### src/rtl/uart_defines.sv
// uart_defines: receiver state encodings and oversampling default shared by the UART blocks
package uart_defines;
  localparam int OVS_DEFAULT = 16;
  typedef enum logic [2:0] {IDLE = 3'd0, START = 3'd1, DATA = 3'd2, STOP = 3'd3, WAIT_HIGH = 3'd4} state_t;
endpackage

### src/rtl/uart_ovs_tick.sv
// uart_ovs_tick: one-cycle oversample tick every DIV clocks; clr restarts the phase
module uart_ovs_tick #(
  parameter int DIV = 54
) (
  input  logic sys_clk,
  input  logic rst,
  input  logic clr,
  output logic tick
);
  localparam int W = DIV > 1 ? $clog2(DIV) : 1;
  localparam logic [W-1:0] LAST = W'(DIV - 1);
  logic [W-1:0] r_cnt;
  assign tick = r_cnt == LAST;
  always_ff @(posedge sys_clk) begin
    r_cnt <= (rst || clr || tick) ? '0 : r_cnt + 1'b1;
  end
endmodule

### src/rtl/uart_rx_ovs.sv
// uart_rx_ovs: oversampling 8N1 receiver; samples each bit mid-cell, flags bad stop bits
module uart_rx_ovs import uart_defines::*; #(
  parameter int CLK_HZ = 100_000_000,
  parameter int BAUD   = 115200,
  parameter int OVS    = OVS_DEFAULT
) (
  input  logic       sys_clk,
  input  logic       rst,
  input  logic       rxd,
  output logic [7:0] rx_data_o,
  output logic       rx_bits_ok,
  output logic       rx_idle,
  output logic       frame_err
);
  localparam int DIV = (CLK_HZ + BAUD * OVS / 2) / (BAUD * OVS);
  localparam int OW = $clog2(OVS);
  localparam logic [OW-1:0] OVS_MID  = OW'(OVS / 2 - 1);
  localparam logic [OW-1:0] OVS_LAST = OW'(OVS - 1);
  state_t          r_state, w_next;
  logic            r_sync1, r_rxd_s;
  logic [OW-1:0]   r_ovs;
  logic [2:0]      r_bit;
  logic [7:0]      r_shift;
  logic            w_tick, w_clr, w_ovs_rst, w_sample, w_done, w_ferr, w_mid, w_bit_end;
  uart_ovs_tick #(.DIV(DIV)) u_tick (.sys_clk(sys_clk), .rst(rst), .clr(w_clr), .tick(w_tick));
  assign w_mid     = w_tick && r_ovs == OVS_MID;
  assign w_bit_end = w_tick && r_ovs == OVS_LAST;
  assign rx_idle   = r_state == IDLE;
  always_comb begin
    w_next    = r_state;
    w_clr     = 1'b0;
    w_ovs_rst = 1'b0;
    w_sample  = 1'b0;
    w_done    = 1'b0;
    w_ferr    = 1'b0;
    case (r_state)
      IDLE: begin
        w_clr  = !r_rxd_s;
        w_next = r_rxd_s ? IDLE : START;
      end
      START: if (w_mid) begin
        w_ovs_rst = 1'b1;
        w_next    = r_rxd_s ? IDLE : DATA;
      end
      DATA: if (w_bit_end) begin
        w_sample  = 1'b1;
        w_ovs_rst = 1'b1;
        w_next    = r_bit == 3'd7 ? STOP : DATA;
      end
      STOP: if (w_bit_end) begin
        w_done = r_rxd_s;
        w_ferr = !r_rxd_s;
        w_next = r_rxd_s ? IDLE : WAIT_HIGH;
      end
      WAIT_HIGH: w_next = r_rxd_s ? IDLE : WAIT_HIGH;
      default:   w_next = IDLE;
    endcase
  end
  always_ff @(posedge sys_clk) begin
    r_state <= rst ? IDLE : w_next;
  end
  always_ff @(posedge sys_clk) begin
    if (rst) begin
      r_sync1    <= 1'b1;
      r_rxd_s    <= 1'b1;
      r_ovs      <= '0;
      r_bit      <= '0;
      r_shift    <= '0;
      rx_data_o  <= '0;
      rx_bits_ok <= 1'b0;
      frame_err  <= 1'b0;
    end else begin
      r_sync1    <= rxd;
      r_rxd_s    <= r_sync1;
      r_ovs      <= (w_clr || w_ovs_rst) ? '0 : w_tick ? r_ovs + 1'b1 : r_ovs;
      r_bit      <= w_clr ? '0 : w_sample ? r_bit + 1'b1 : r_bit;
      r_shift    <= w_sample ? {r_rxd_s, r_shift[7:1]} : r_shift;
      rx_data_o  <= w_done ? r_shift : rx_data_o;
      rx_bits_ok <= w_done;
      frame_err  <= w_ferr;
    end
  end
endmodule

### config.mk
export PLATFORM = sky130hd
export DESIGN_NAME = uart_rx_ovs
export DESIGN_NICKNAME = d
export VERILOG_FILES = /design/src/rtl/uart_defines.sv /design/src/rtl/uart_ovs_tick.sv /design/src/rtl/uart_rx_ovs.sv
export SDC_FILE = /design/constraint.sdc
export NUM_CORES = 1
export LEC_CHECK = 0
export BUFFER_PORTS_ARGS = -buffer_cell sky130_fd_sc_hd__buf_2
export CAP_MARGIN = 20
export CORE_MARGIN = 3
export CORE_UTILIZATION = 50
export DETAILED_ROUTE_END_ITERATION = 10
export GPL_ROUTABILITY_DRIVEN = 0
export PLACE_DENSITY_LB_ADDON = 0.2
export SLEW_MARGIN = 20
export SYNTH_ARGS = -nofsm -noshare
export SYNTH_HDL_FRONTEND = slang
export SYNTH_HIERARCHICAL = 1
export SYNTH_SLANG_ARGS = --single-unit
export TNS_END_PERCENT = 5
### constraint.sdc
create_clock -name sys_clk -period 2 [get_ports sys_clk]
set_input_delay 0.3 -clock sys_clk [delete_from_list [all_inputs] [get_ports sys_clk]]
set_output_delay 0.3 -clock sys_clk [all_outputs]
set_load 0.02 [all_outputs]
== Word level (Yosys, flattened, before mapping) ==
Index checks and enable logic that the tools add are counted.
Storage, ports and cells
  word-level logic and storage cells: 52
  register bits: 36
  bits of input ports: 3
  output and inout port bits: 11
Cells by class
  add/sub/neg operators: 3
  bitwise logic cells: 2
  multiplexer cells: 15
  reduce and logical (&&, ||, !) cells: 11
  equal/unequal tests: 11
Operators with widths (count)
  3-bit one-hot mux with 5 select lines: 1
  3-bit two-way mux: 4
  1-bit two-way mux: 8
  6-bit by 1-bit adder with 6-bit output (second input constant): 1
  3-bit by 2-bit == test with 1-bit output (second input constant): 2
  3-bit == test (second input constant): 2
  6-bit == test (second input constant): 1
  2-bit inequality test (second input constant): 3
  4-bit by 1-bit adder with 4-bit output (second input constant): 1
  4-bit by 3-bit == test with 1-bit output (second input constant): 1
  4-bit == test (second input constant): 1
  2-bit OR reduction: 2
  3-bit by 1-bit adder with 3-bit output (second input constant): 1
  3-bit by 1-bit == test with 1-bit output (second input constant): 1
  3-bit zero test: 1
  1-bit logical OR: 3
  3-bit AND reduction: 1
  3-bit OR reduction: 1
  1-bit logical AND: 2
  2-bit two-way mux: 1
  1-bit inverter: 2
  1-bit one-hot mux with 2 select lines: 1
  1-bit zero test: 1

== Depth between registers and ports, before layout ==
  depth after elaboration: 6
  depth in mapped cells: 10

== Modules after synthesis ==
The synthesis kept the hierarchy.
By module, submodules not included
  uart_rx_ovs: times used 1, area an instance 1267.5 um2, cells each 123
  uart_ovs_tick: times used 1, area an instance 257.7 um2, cells each 28

== Least setup slack after synthesis ==
No wires, ideal clock.
  kind: register to register
  from: register u_tick.r_cnt[0]
  to: register r_shift[0]
  cell stages (with the launch flop): 10
  slack: 280 ps
  required time: 1872 ps
  arrival: 1592 ps
  cell sequence: dfxtp_1 > ha_1 > nand4b_1 > nor2_1 > buf_2 > nand4b_4 > nor3_4 > buf_6 > mux2i_1 > nor2_1
Between the ends
  cells in the longest elaborated chain, start to end: 4
RTL lines
  start: declaration: RTL line uart_ovs_tick.sv:12  | logic [W-1:0] r_cnt;
  start signal: assignment: RTL line uart_ovs_tick.sv:15  | r_cnt <= (rst || clr || tick) ? '0 : r_cnt + 1'b1;
  6-bit == test: RTL line uart_ovs_tick.sv:13  | assign tick = r_cnt == LAST;
  named net w_tick: RTL line uart_rx_ovs.sv:24  | logic w_tick, w_clr, w_ovs_rst, w_sample, w_done, w_ferr, w_mid, w_bit_end;
  1-bit logical AND: RTL line uart_rx_ovs.sv:27  | assign w_bit_end = w_tick && r_ovs == OVS_LAST;
  1-bit two-way mux: RTL line uart_rx_ovs.sv:45  | DATA: if (w_bit_end) begin
  1-bit two-way mux: RTL line uart_rx_ovs.sv:36  | case (r_state)
  end signal: assignment: RTL line uart_rx_ovs.sv:77  | r_shift <= w_sample ? {r_rxd_s, r_shift[7:1]} : r_shift;
  end: declaration: RTL line uart_rx_ovs.sv:23  | logic [7:0] r_shift;
The timed path passes the listed nets, and every way through them passes these cells.
A chain may end at the register's enable or synchronous reset.

== Worst setup path after layout ==
  from: register u_tick.r_cnt[0]
  to: register rx_data_o[7]
Between the ends
  cells in the longest elaborated chain, start to end: 4
RTL lines
  6-bit == test: RTL line uart_ovs_tick.sv:13
  named net w_tick: RTL line uart_rx_ovs.sv:24
  1-bit logical AND: RTL line uart_rx_ovs.sv:27
  1-bit two-way mux: RTL line uart_rx_ovs.sv:50  | STOP: if (w_bit_end) begin
  1-bit two-way mux: RTL line uart_rx_ovs.sv:36
  end signal: assignment: RTL line uart_rx_ovs.sv:78  | rx_data_o <= w_done ? r_shift : rx_data_o;
  end: declaration: RTL line uart_rx_ovs.sv:10  | output logic [7:0] rx_data_o,
The timed path passes the listed nets, and every way through them passes these cells.

==> flow_summary.json <==
{
  "syn_to_final_growth_pct": 9.60,
  "yosys.area_share.simple_pct": 24.2,
  "hold_viol": 0,
  "cts_tree": "built",
  "clockBufferDepth": 2,
  "numPortBuffers": 13,
  "pin_count": 14,
  "p_per_area_nw_per_um2": 681,
  "worst_setup_path_start_kind": "flip-flop",
  "worst_skew_pair.late_latency_ns": 0.32,
  "cpPeakStageDelay_ns": 0.41,
  "die_area_sq_um": 3750,
  "slew_violations": 0,
  "path_class": "reg2reg",
  "wl_microns": 2410,
  "slowest_stage": "dfxtp_1",
  "place_area_sq_um": 1610,
  "diodes": 0,
  "slew_headroom_pct": 64.9,
  "grt_pass1_wl_microns": 4060,
  "ys_ff_latch": 36,
  "post_synth_num_cell_types": 41,
  "fin_crit_sh_pct": 91.0,
  "clkSinkCount": 36,
  "synthTopCellsByCount": "36 x dfxtp_1, 33 x nor2_1, 19 x mux2i_1",
  "coreArea_sq_um": 2830,
  "async_flop_share_pct": 0,
  "post_cts_buffers": 0,
  "ys_seq_area_share_pct": 47.3,
  "period_minus_slack_ns": 1.82,
  "grt_overflow": 0,
  "peakVddDrop_mv": 0.578,
  "synth.net_count": 159,
  "drt_iter0_markers": 95,
  "avgViaCountPerCell": 5.32,
  "max_freq_mhz": 550,
  "drc": 0,
  "synth-xor-area-share_pct": 4.02,
  "synth_top_family_by_area": "simple AND/OR/NAND/NOR gates",
  "grt_max_degree": 25,
  "htreeDepth": 2,
  "numCtsBuffers": 5,
  "postRouteAntennaNets": 0,
  "vias": 1054,
  "netlist_area_sq_um": 1530,
  "worst_pin_slew_ns": 0.526,
  "antenna_found_initial": 0,
  "hold_class": "in2reg",
  "drtPass1Iterations": 3,
  "drv_cap": 0,
  "die_w_microns": 61.2,
  "critPathBufInv": 0,
  "cp_max_fo": 8,
  "grt_usage_pct": 14.7,
  "yosys.area.top_type": "dfxtp_1",
  "yosys-top-cells-area": "dfxtp_1 47%, mux2i_1 12%, nor2_1 8.1%, ha_1 4.1%, xnor2_1 2.3%",
  "whs_ns": 0.156,
  "p_leak_uw": 0.000726,
  "synth_top_area_share_pct": 47.3,
  "syn_area_per_cell_sq_um": 10.1,
  "critical_path.top_delay_family": "simple AND/OR/NAND/NOR gates",
  "finClkSkew_ns": 0.0127,
  "avgRoutedWirePerCell_microns": 12.2,
  "cts-root-buf": "clkbuf_4",
  "synthAdderAreaFrac_pct": 4.10,
  "worst_setup_path_end_kind": "flip-flop",
  "ys.flop_type": "dfxtp_1",
  "finalSetupViolCount": 0,
  "drive_gt1_share_pct": 20.4,
  "layout.nets": 174,
  "grt_pass1_vias": 986,
  "required_ns": 2.21,
  "yosys_warnings": 6,
  "fin_setup_tns_ns": 0,
  "synth_compound_area_share_pct": 4.35,
  "status": "finished, final reports clean",
  "syn_inst": 151,
  "stdcell_area_sq_um": 1670,
  "holdBufCountCts": 0,
  "place.detailed.hpwl_microns": 1800,
  "rsz0062_at_grt": "no",
  "path_clk_slew_ns": 0.11,
  "synth_mux_area_share_pct": 12.5,
  "worstPathArrival_ns": 2.03,
  "synth.most_common_cell": "dfxtp_1",
  "die_y_microns": 61.2,
  "num_rows": 19,
  "synth_edf_count": 0,
  "initial_core_util_pct": 53.9,
  "worstPathCellList": "ha_1 > nand4b_1 > nor2_2 > and4b_4 > nand4_4 > mux2i_1 > nor2_1"
}
[cells in the final DEF (no fill, tap or decap), types with 2 or more instances in the layout]
master / count
mux2i_1: 19
nor2_1: 32
a21oi_1: 2
ha_1: 5
nor2b_1: 2
xnor2_1: 4
xor2_1: 3
nand2_1: 5
nand4_1: 3
buf_2: 13
dfxtp_1: 36
clkinv_2: 2
clkbuf_4: 5
o22ai_1: 2
or2_2: 2
inv_1: 3
nor3_1: 2
[flip-flops by register name (all words and copies together), names as in the netlist]
register	cells
frame_err	1
r_bit	3
r_ovs	4
r_rxd_s	1
r_shift	8
r_state	3
r_sync1	1
rx_bits_ok	1
rx_data_o	8
u_tick/r_cnt	6
[worst register-to-register path: stages, from the launching register on]
cell and delay [ns]:
dfxtp_1 0.41, ha_1 0.16, nand4b_1 0.13, nor2_2 0.21, and4b_4 0.29, nand4_4 0.22
mux2i_1 0.23, nor2_1 0.05
[final cells by class]
type                    count  area, sq um
repair buffers             15         92.6
well taps                  31         38.8
fillers                   273         1160
flip-flops and latches     36          721
clock inverters             3         18.8
clock buffers               5         37.5
multi-input cells         105          752
inverters                   3         11.3
[cell families after synthesis]
family	count (synthesis)
simple gates	64
flops	36
mux	19
compound gates	10
buf+inv	10
xor+xnor	7
fa+ha+maj	5
[path summary, 6_finish.rpt]
check             startpoint           end  slack, ns  cells past startpoint
max reg2reg  u_tick/r_cnt[0]  rx_data_o[7]       0.18                      7
max          u_tick/r_cnt[0]  rx_data_o[7]       0.18                      7
min                      rxd       r_sync1       0.16                      2
min reg2reg          r_sync1       r_rxd_s       0.42                      1
[power by group]
| group | internal, uW | leakage, uW | switching [uW] |
|---|---|---|---|
| Clock | 135 | 0.0000349 | 229 |
| Sequential | 724 | 0.000291 | 12.3 |
| Combinational | 14.5 | 0.000400 | 22.9 |
[per-stage QoR]
| stage | total power [uW] | setup WS (ns) | util (%) | cells |
|---|---|---|---|---|
| detailed placement | 791 | 0.102 | 57.0 | 190 |
| CTS | 1160 | 0.0884 | 59.0 | 198 |
| global placement | 790 | 0.170 | 57.0 | 190 |
| floorplan | 782 | 0.280 | - | 151 |
| finish | 1140 | 0.181 | 59.1 | 198 |
| global route | 1200 | 0.0484 | 59.1 | 198 |
[per-layer routing]
layer  vias to the layer above  GRT usage [%]  part of all wire, %
li1                        547              -                    -
met1                       490           18.3                   49
met2                        13           22.2                   47
met3                         4           4.61                  2.5
met4                         0           8.36                  1.7
met5                         -              0                    0
[repair_timing]
item,4_1_cts,5_1_grt
endpoints found under the hold margin,0,0
setup endpoints to repair,0,10
gates resized for setup,0,1
(Power assumes the default switching activity.)
